`src/rtl/button_input_pkg.sv`:
```
// Shared constants for the AHB button input block: register word offsets and HTRANS codes.
package button_input_pkg;

  localparam logic [1:0] REG_LEVEL    = 2'd0;
  localparam logic [1:0] REG_PRESSED  = 2'd1;
  localparam logic [1:0] REG_RELEASED = 2'd2;
  localparam logic [1:0] REG_IRQ_EN   = 2'd3;

  localparam logic [1:0] HTRANS_IDLE  = 2'b00;

endpackage

```
`src/rtl/button_debounce.sv`:
```
// One button channel: 2-flop synchroniser, saturating debounce counter and the accepted level.
module button_debounce #(
  parameter int unsigned DEBOUNCE_CYCLES = 16
) (
  input  logic HCLK,
  input  logic HRESET,
  input  logic raw,
  output logic level
);

  localparam int unsigned CntW = $clog2(DEBOUNCE_CYCLES + 1);
  localparam logic [CntW-1:0] CntLast = CntW'(DEBOUNCE_CYCLES - 1);

  logic            sync1_q, sync2_q;
  logic            level_q, level_d;
  logic [CntW-1:0] cnt_q, cnt_d;

  // The counter only advances while it is below CntLast, so it cannot wrap.
  always_comb begin
    cnt_d   = '0;
    level_d = level_q;
    if (sync2_q != level_q) begin
      if (cnt_q == CntLast) begin
        level_d = sync2_q;
      end else begin
        cnt_d = cnt_q + CntW'(1);
      end
    end
  end

  always_ff @(posedge HCLK) begin
    if (HRESET) begin
      sync1_q <= 1'b0;
      sync2_q <= 1'b0;
      cnt_q   <= '0;
      level_q <= 1'b0;
    end else begin
      sync1_q <= raw;
      sync2_q <= sync1_q;
      cnt_q   <= cnt_d;
      level_q <= level_d;
    end
  end

  assign level = level_q;

endmodule

```
`src/rtl/ahb_button_input.sv`:
```
// AHB-Lite slave exposing debounced button levels, sticky W1C press/release flags and an IRQ.
module ahb_button_input
  import button_input_pkg::*;
#(
  parameter int unsigned N_CH            = 4,
  parameter int unsigned DEBOUNCE_CYCLES = 16
) (
  input  logic            HCLK,
  input  logic            HRESET,
  input  logic [31:0]     HADDR,
  input  logic [31:0]     HWDATA,
  input  logic [2:0]      HSIZE,
  input  logic [1:0]      HTRANS,
  input  logic            HWRITE,
  input  logic            HREADY,
  input  logic            HSEL,
  output logic [31:0]     HRDATA,
  output logic            HREADYOUT,
  input  logic [N_CH-1:0] buttons,
  output logic [N_CH-1:0] buttons_level,
  output logic            irq
);

  logic [N_CH-1:0] level;
  logic [N_CH-1:0] level_prev_q;
  logic [N_CH-1:0] pressed_q, pressed_d;
  logic [N_CH-1:0] released_q, released_d;
  logic [N_CH-1:0] irq_en_q, irq_en_d;
  logic [N_CH-1:0] wdata;
  logic [N_CH-1:0] rdata_ch;
  logic            irq_q, irq_d;
  logic            accept;
  logic            wr_q, rd_q;
  logic [1:0]      addr_q;
  logic            unused_bus;

  for (genvar g = 0; g < N_CH; g++) begin : g_ch
    button_debounce #(
      .DEBOUNCE_CYCLES(DEBOUNCE_CYCLES)
    ) u_debounce (
      .HCLK  (HCLK),
      .HRESET(HRESET),
      .raw   (buttons[g]),
      .level (level[g])
    );
  end

  assign accept = HSEL && HREADY && (HTRANS != HTRANS_IDLE);
  assign wdata  = HWDATA[N_CH-1:0];

  // Clears are applied first and new edges OR-ed in afterwards, so a coincident edge wins.
  always_comb begin
    pressed_d  = pressed_q;
    released_d = released_q;
    irq_en_d   = irq_en_q;
    if (wr_q) begin
      case (addr_q)
        REG_PRESSED:  pressed_d  = pressed_q & ~wdata;
        REG_RELEASED: released_d = released_q & ~wdata;
        REG_IRQ_EN:   irq_en_d   = wdata;
        default:      ;
      endcase
    end
    pressed_d  = pressed_d | (level & ~level_prev_q);
    released_d = released_d | (~level & level_prev_q);
    irq_d      = |(irq_en_q & (pressed_q | released_q));
  end

  always_comb begin
    rdata_ch = '0;
    unique case (addr_q)
      REG_LEVEL:    rdata_ch = level;
      REG_PRESSED:  rdata_ch = pressed_q;
      REG_RELEASED: rdata_ch = released_q;
      REG_IRQ_EN:   rdata_ch = irq_en_q;
    endcase
    HRDATA = '0;
    if (rd_q) begin
      HRDATA[N_CH-1:0] = rdata_ch;
    end
  end

  always_ff @(posedge HCLK) begin
    if (HRESET) begin
      level_prev_q <= '0;
      pressed_q    <= '0;
      released_q   <= '0;
      irq_en_q     <= '0;
      irq_q        <= 1'b0;
      wr_q         <= 1'b0;
      rd_q         <= 1'b0;
      addr_q       <= '0;
    end else begin
      level_prev_q <= level;
      pressed_q    <= pressed_d;
      released_q   <= released_d;
      irq_en_q     <= irq_en_d;
      irq_q        <= irq_d;
      wr_q         <= accept && HWRITE;
      rd_q         <= accept && !HWRITE;
      addr_q       <= HADDR[3:2];
    end
  end

  assign HREADYOUT     = 1'b1;
  assign buttons_level = level;
  assign irq           = irq_q;

  // Only HADDR[3:2] and the low N_CH write bits carry meaning; HSIZE is ignored.
  assign unused_bus = ^{HSIZE, HADDR[31:4], HADDR[1:0], HWDATA};

endmodule

```
`config.mk`:
```
export PLATFORM = sky130hd
export DESIGN_NAME = ahb_button_input
export DESIGN_NICKNAME = d
export VERILOG_FILES = /design/src/rtl/button_input_pkg.sv /design/src/rtl/button_debounce.sv /design/src/rtl/ahb_button_input.sv
export SDC_FILE = /design/constraint.sdc
export NUM_CORES = 1
export LEC_CHECK = 0
export CAP_MARGIN = 20
export CORE_AREA = 5 5 91 72
export CTS_CLUSTER_SIZE = 24
export DETAILED_ROUTE_END_ITERATION = 16
export DIE_AREA = 0 0 96 77
export GPL_TIMING_DRIVEN = 0
export PLACE_DENSITY = 0.85
export SETUP_SLACK_MARGIN = 0.1
export SKIP_CTS_REPAIR_TIMING = 1
export SLEW_MARGIN = 20
export SYNTH_ARGS = -nofsm -noshare
export SYNTH_HDL_FRONTEND = slang
export SYNTH_SLANG_ARGS = --single-unit
```
`constraint.sdc`:
```
create_clock -name HCLK -period 2.6 [get_ports HCLK]
set_clock_uncertainty 0.15 [all_clocks]
set_input_delay 0.26 -clock HCLK [delete_from_list [all_inputs] [get_ports HCLK]]
set_output_delay 0.26 -clock HCLK [all_outputs]
set_load 0.02 [all_outputs]
```
# --- Yosys cells after proc, flatten, opt, wreduce, memory -nomap -nowiden ---
# Cells that the tools add are included.
classes:
  addsub: 4
  bitwise_logic: 15
  n_reduce_logical: 17
  n_mux: 6
  eq_ne: 11
ops:
  columns: ["op", "count"]
  rows:
  - ["$add 5x1->5 const B", 4]
  - ["$and 4x4->4", 5]
  - ["$eq 5x4->1 const B", 4]
  - ["$mux 4", 5]
  - ["$pmux 4 s4", 1]
  - ["$not 4->4", 3]
  - ["$or 4x4->4", 3]
  - ["$reduce_or 3->1", 4]
  - ["$reduce_and 2->1", 5]
  - ["$eq 2x2->1 const B", 2]
  - ["$logic_and 1x1->1", 4]
  - ["$ne 1x1->1", 4]
  - ["$not 1->1", 4]
  - ["$reduce_or 4->1", 1]
  - ["$eq 2x1->1 const B", 1]
  - ["$logic_not 2->1", 1]
  - ["$reduce_bool 2->1", 1]
  - ["$logic_not 1->1", 1]
word_totals:
  out_inout_bits: 38
  regBits: 53
  input_bits: 78
  wordCells: 77

# --- Depth between registers and ports, before layout ---
logic_depth:
  word_depth: 5
  ltp_mapped: 5
  mapped_depth_nobuf: 5

# --- By module ---
# Synthesis repeated with hierarchy kept, for this count alone.
hier_totals:
  hier_cells: 230
  hier_area_um2: 2259.7
modules_own_cells:
  columns: ["mod", "n_inst", "cells_each", "area_per_inst_um2"]
  rows:
  - ["button_debounce", 4, 27, 286.5]
  - ["ahb_button_input", 1, 122, 1113.6]

# --- Worst setup path before layout ---
# Ideal clock, no wire load.
synth_timing:
  kind: "reg-to-reg"
  start: "register g_ch[1].u_debounce.cnt_q[0]"
  end: "register g_ch[1].u_debounce.cnt_q[2]"
  path_slack_ps: 1013
  t_arrival_ps: 1372
  path_stages_with_launch: 6
  setup_ps: 64
  t_required_ps: 2386
  path_buffers: 0
  path_cell_list: "dfxtp_1 > ha_1 > and3_1 > ha_1 > or3_4 > nor2_1"
synth_between:
  elab_chain_cells: 2
  word_cells_on_any_way: 3
  classes_between: "1 x add/sub; 1 x eq/ne; 1 x reduce/logical"
synth_rtl:
  columns: ["item", "line", "rtl"]
  rows:
  - ["start: declaration", "button_debounce.sv:16", "logic [CntW-1:0] cnt_q, cnt_d;"]
  - ["start signal: assignment", "button_debounce.sv:40", "cnt_q <= cnt_d;"]
  - ["parallel branches: the longest is 2 deep, another holds $add 5x1->5", null, null]
# Parallel ways; which one is timed is not known.
# A chain may end at the register's enable or synchronous reset.

# --- Worst setup path in the final report ---
layout_timing:
  start: "register addr_q[1]"
  end: "output HRDATA[1]"
layout_between:
  elab_chain_cells: 3
  word_cells_on_any_way: 6
  classes_between: "3 x eq/ne; 2 x mux; 1 x reduce/logical"
layout_rtl:
  columns: ["item", "line", "rtl"]
  rows:
  - ["start: declaration", "ahb_button_input.sv:34", "logic [1:0] addr_q;"]
  - ["start signal: assignment", "ahb_button_input.sv:101", "addr_q <= HADDR[3:2];"]
  - ["$eq 2x2->1, or another cell as far along", "ahb_button_input.sv:71", "unique case (addr_q)"]
  - ["$pmux 4 s4 *", "ahb_button_input.sv:71", null]
  - ["$mux 4 *", "ahb_button_input.sv:78", "if (rd_q) begin"]
  - ["end: declaration", "ahb_button_input.sv:17", "output logic [31:0] HRDATA,"]
# Mark *: on every way between the ends. The rest lies on a longest branch, timed or not.

==> summary by stage <==
Status
The run finished with clean final reports.

Worst setup path
The classification of the worst setup path is flip-flop to primary output. STA classifies the critical path endpoint as a primary output. The data arrival at the endpoint of the critical path is 1970 ps. The critical path required time is 2190 ps. The worst setup path is launched from a flip-flop. Along the worst path, the maximum fanout reaches 7.

Timing
The worst path needs 2380 ps of the cycle, external delays included. For this run, the top clock speed supported by timing is 420 MHz. Setup repair after global routing left no endpoint under its margin. The total count of max-transition violations in the final report came to 0. The share of the clock period used by the worst path after layout is 91.6%. Setup violations remaining at the end of the flow were counted as 0. The number of hold-slack violations in the final timing report came to 0. The final sum of negative setup slack is 0 ps.

Routing
The DRC violation total after the first TritonRoute iteration is 87. The post-detailed-routing wire length is 3.98 mm. In the routed design, unresolved DRC markers number 0. The first-pass detailed-route iteration total is 4. In the routed layout, each cell is associated on average with a via count of 4.18. In this run the remaining antenna-violating nets after routing total 0. The via count is 1561.

The routed wire length per instance is 10.7 um.

Clock network
The later pin in the worst-skew pair is clocked with a latency of 300 ps. Clock tree synthesis found a total of 53 sinks. The clock-pin slew on the worst setup and hold paths is 90 ps. The CTS root buffer is clkbuf_8. In this run the number of H-tree levels came out at 2.

The CTS tree is yes. The deepest clock path buffer count is 2. The number of buffers inserted during clock tree synthesis is 5.

Logic synthesis
The flip-flop cell with the highest count after synthesis is dfxtp_1. The netlist uses 28 different library cells. During synthesis, Yosys emitted a total of 0 warnings. After synthesis the netlist holds a flip-flop and latch count of 53.

A synthesized cell averages 9.76 um2. The fraction of registers with async set or reset after synthesis is 0%. The number of synthesized flops with an enable pin is 0. The synthesized area is 2300 um2. Synthesis produced a netlist whose cell count is 236. Of the synthesized area, sequential elements account for 46.1%.

Floorplan
The area of the core region is 5590 um2. The die is 96 um wide. The initial utilization of the core area, before any placement, comes to 41.2%. The die is 77 um tall.

The standard-cell row count is 24. The die covers 7390 um2. 116 I/O pins were placed.

Finish
The final layout contains 380 nets. From synthesis to final layout, the design area changed by 24.9%. Leaving out fill and tap cells, the most frequent cells in the layout are dfxtp_1, buf_4, nor2_1, conb_1, clkdlybuf4s50_1. The number of inserted diodes is 0. The layout cell share with drive strength beyond 1 is 17.6%. Leaving out fill and tap cells, the most frequent cell in the layout is dfxtp_1. The number of standard cells in the layout, taps in and fillers out is 373.

GRT
The total global routing track utilization is 11.1%. The initial antenna violation count is 0. The via count of the first global-routing pass is 1466. The first global-routing pass estimated 6.47 mm of wire.

The total overflow left after global routing is 0. Entering global routing, the biggest net connects 17 pins.

Power and ir drop
Across the VDD grid, the largest voltage drop is 0.246 mV. In this run the power density over the cells is 557 nW/um2. The reported leakage power is 1.22 nW.

Placed design
The HPWL after detailed placement is 3.10 mm. After detailed placement, the design holds a cell count of 365. The count of input and output buffers is 24.

The final weighted congestion in routability-driven placement is 0.815.

Job
The tool flagged a number of max-cap violations equal to 0.

Hold path
The path class of the tightest hold or removal check is input port to flip-flop.
where the power goes:
part           leakage [nW]  switching (mW)  total [mW]  internal, mW
combinational         0.718          0.0712       0.138        0.0665
clock                0.0681           0.256       0.638         0.382
sequential            0.429         0.00489       0.826         0.821
path summary, 6_finish.rpt:
path                                                  to                                   start  slack, ps  cells past startpoint
setup / recovery                               HRDATA[1]                    addr_q[1]$_SDFF_PP0_        220                      4
hold / removal                level_prev_q[2]$_SDFF_PP0_                                  HRESET        130                      2
setup reg to reg  g_ch[3].u_debounce.cnt_q[3]$_SDFF_PP0_  g_ch[3].u_debounce.cnt_q[0]$_SDFF_PP0_        910                      5
hold reg to reg   g_ch[2].u_debounce.cnt_q[0]$_SDFF_PP0_  g_ch[2].u_debounce.cnt_q[0]$_SDFF_PP0_        300                      1
state kept, by name, summed over array words and instances (netlist names):
signal / count
wr_q: 1
g_ch.u_debounce.sync1_q: 4
g_ch.u_debounce.sync2_q: 4
irq: 1
level_prev_q: 4
released_q: 4
irq_en_q: 4
addr_q: 2
pressed_q: 4
g_ch.u_debounce.level: 4
g_ch.u_debounce.cnt_q: 20
rd_q: 1
final cells by class:
cell class / count / area, um2
Sequential cell: 53 / 1060
Fill cell: 521 / 2710
Multi-Input combinational cell: 159 / 1010
Clock inverter: 3 / 65.1
Buffer: 39 / 287
Clock buffer: 5 / 68.8
Tap cell: 78 / 97.6
Inverter: 12 / 45.0
Timing Repair Buffer: 24 / 240
critical path: stages (launching register included):
cell and delay [ps]:
dfxtp_1 330, buf_6 130, mux4_2 510, and2_1 170, clkdlybuf4s50_1 530
metrics by stage:
stage                     util, %  hold WS [ps]  total power, mW  area [um2]  setup WS, ps
after global placement       49.1           268            0.979        2740           558
after CTS                    51.5           132             1.61        2880           202
final                        51.5           127             1.60        2880           218
after floorplan                 -           187            0.947        2400          1010
after global routing         51.5           141             1.67        2880           129
after detailed placement     49.1           275            0.981        2740           536
synthesized netlist by cell type, types with 5 or more instances:
cell | instances | area (um2)
nand3_1 | 5 | 25.0
nand2b_1 | 5 | 31.3
xnor2_1 | 8 | 70.1
a21oi_1 | 8 | 40.0
inv_1 | 12 | 45.0
nor2b_1 | 14 | 87.6
nand2_1 | 5 | 18.8
o21ai_0 | 12 | 60.1
dfxtp_1 | 53 | 1060
nor2_1 | 29 | 109
ha_1 | 8 | 100
buf_4 | 33 | 248
mux2i_1 | 8 | 80.1
cells by family after synthesis:
kind of cell / Yosys count / synth area share [%]
fa+ha+maj: 8 / 4.35
simple gates: 77 / 18.2
flops: 53 / 46.1
other cells: 2 / 0.326
buf+inv: 51 / 14.4
xor+xnor: 12 / 4.56
mux: 12 / 7.39
compound gates: 21 / 4.73
metal layers:
| layer | routed length, um | GRT usage, % | up-vias | part of all wire, % |
|---|---|---|---|---|
| li1 | - | - | 816 | - |
| met1 | 1670 | 13.5 | 696 | 42 |
| met2 | 1950 | 17.6 | 41 | 49 |
| met3 | 291 | 3.91 | 8 | 7.3 |
| met4 | 58 | 4.26 | 0 | 1.5 |
| met5 | 0 | 0 | - | 0 |
No activity file was read; power rests on OpenSTA's default activity.
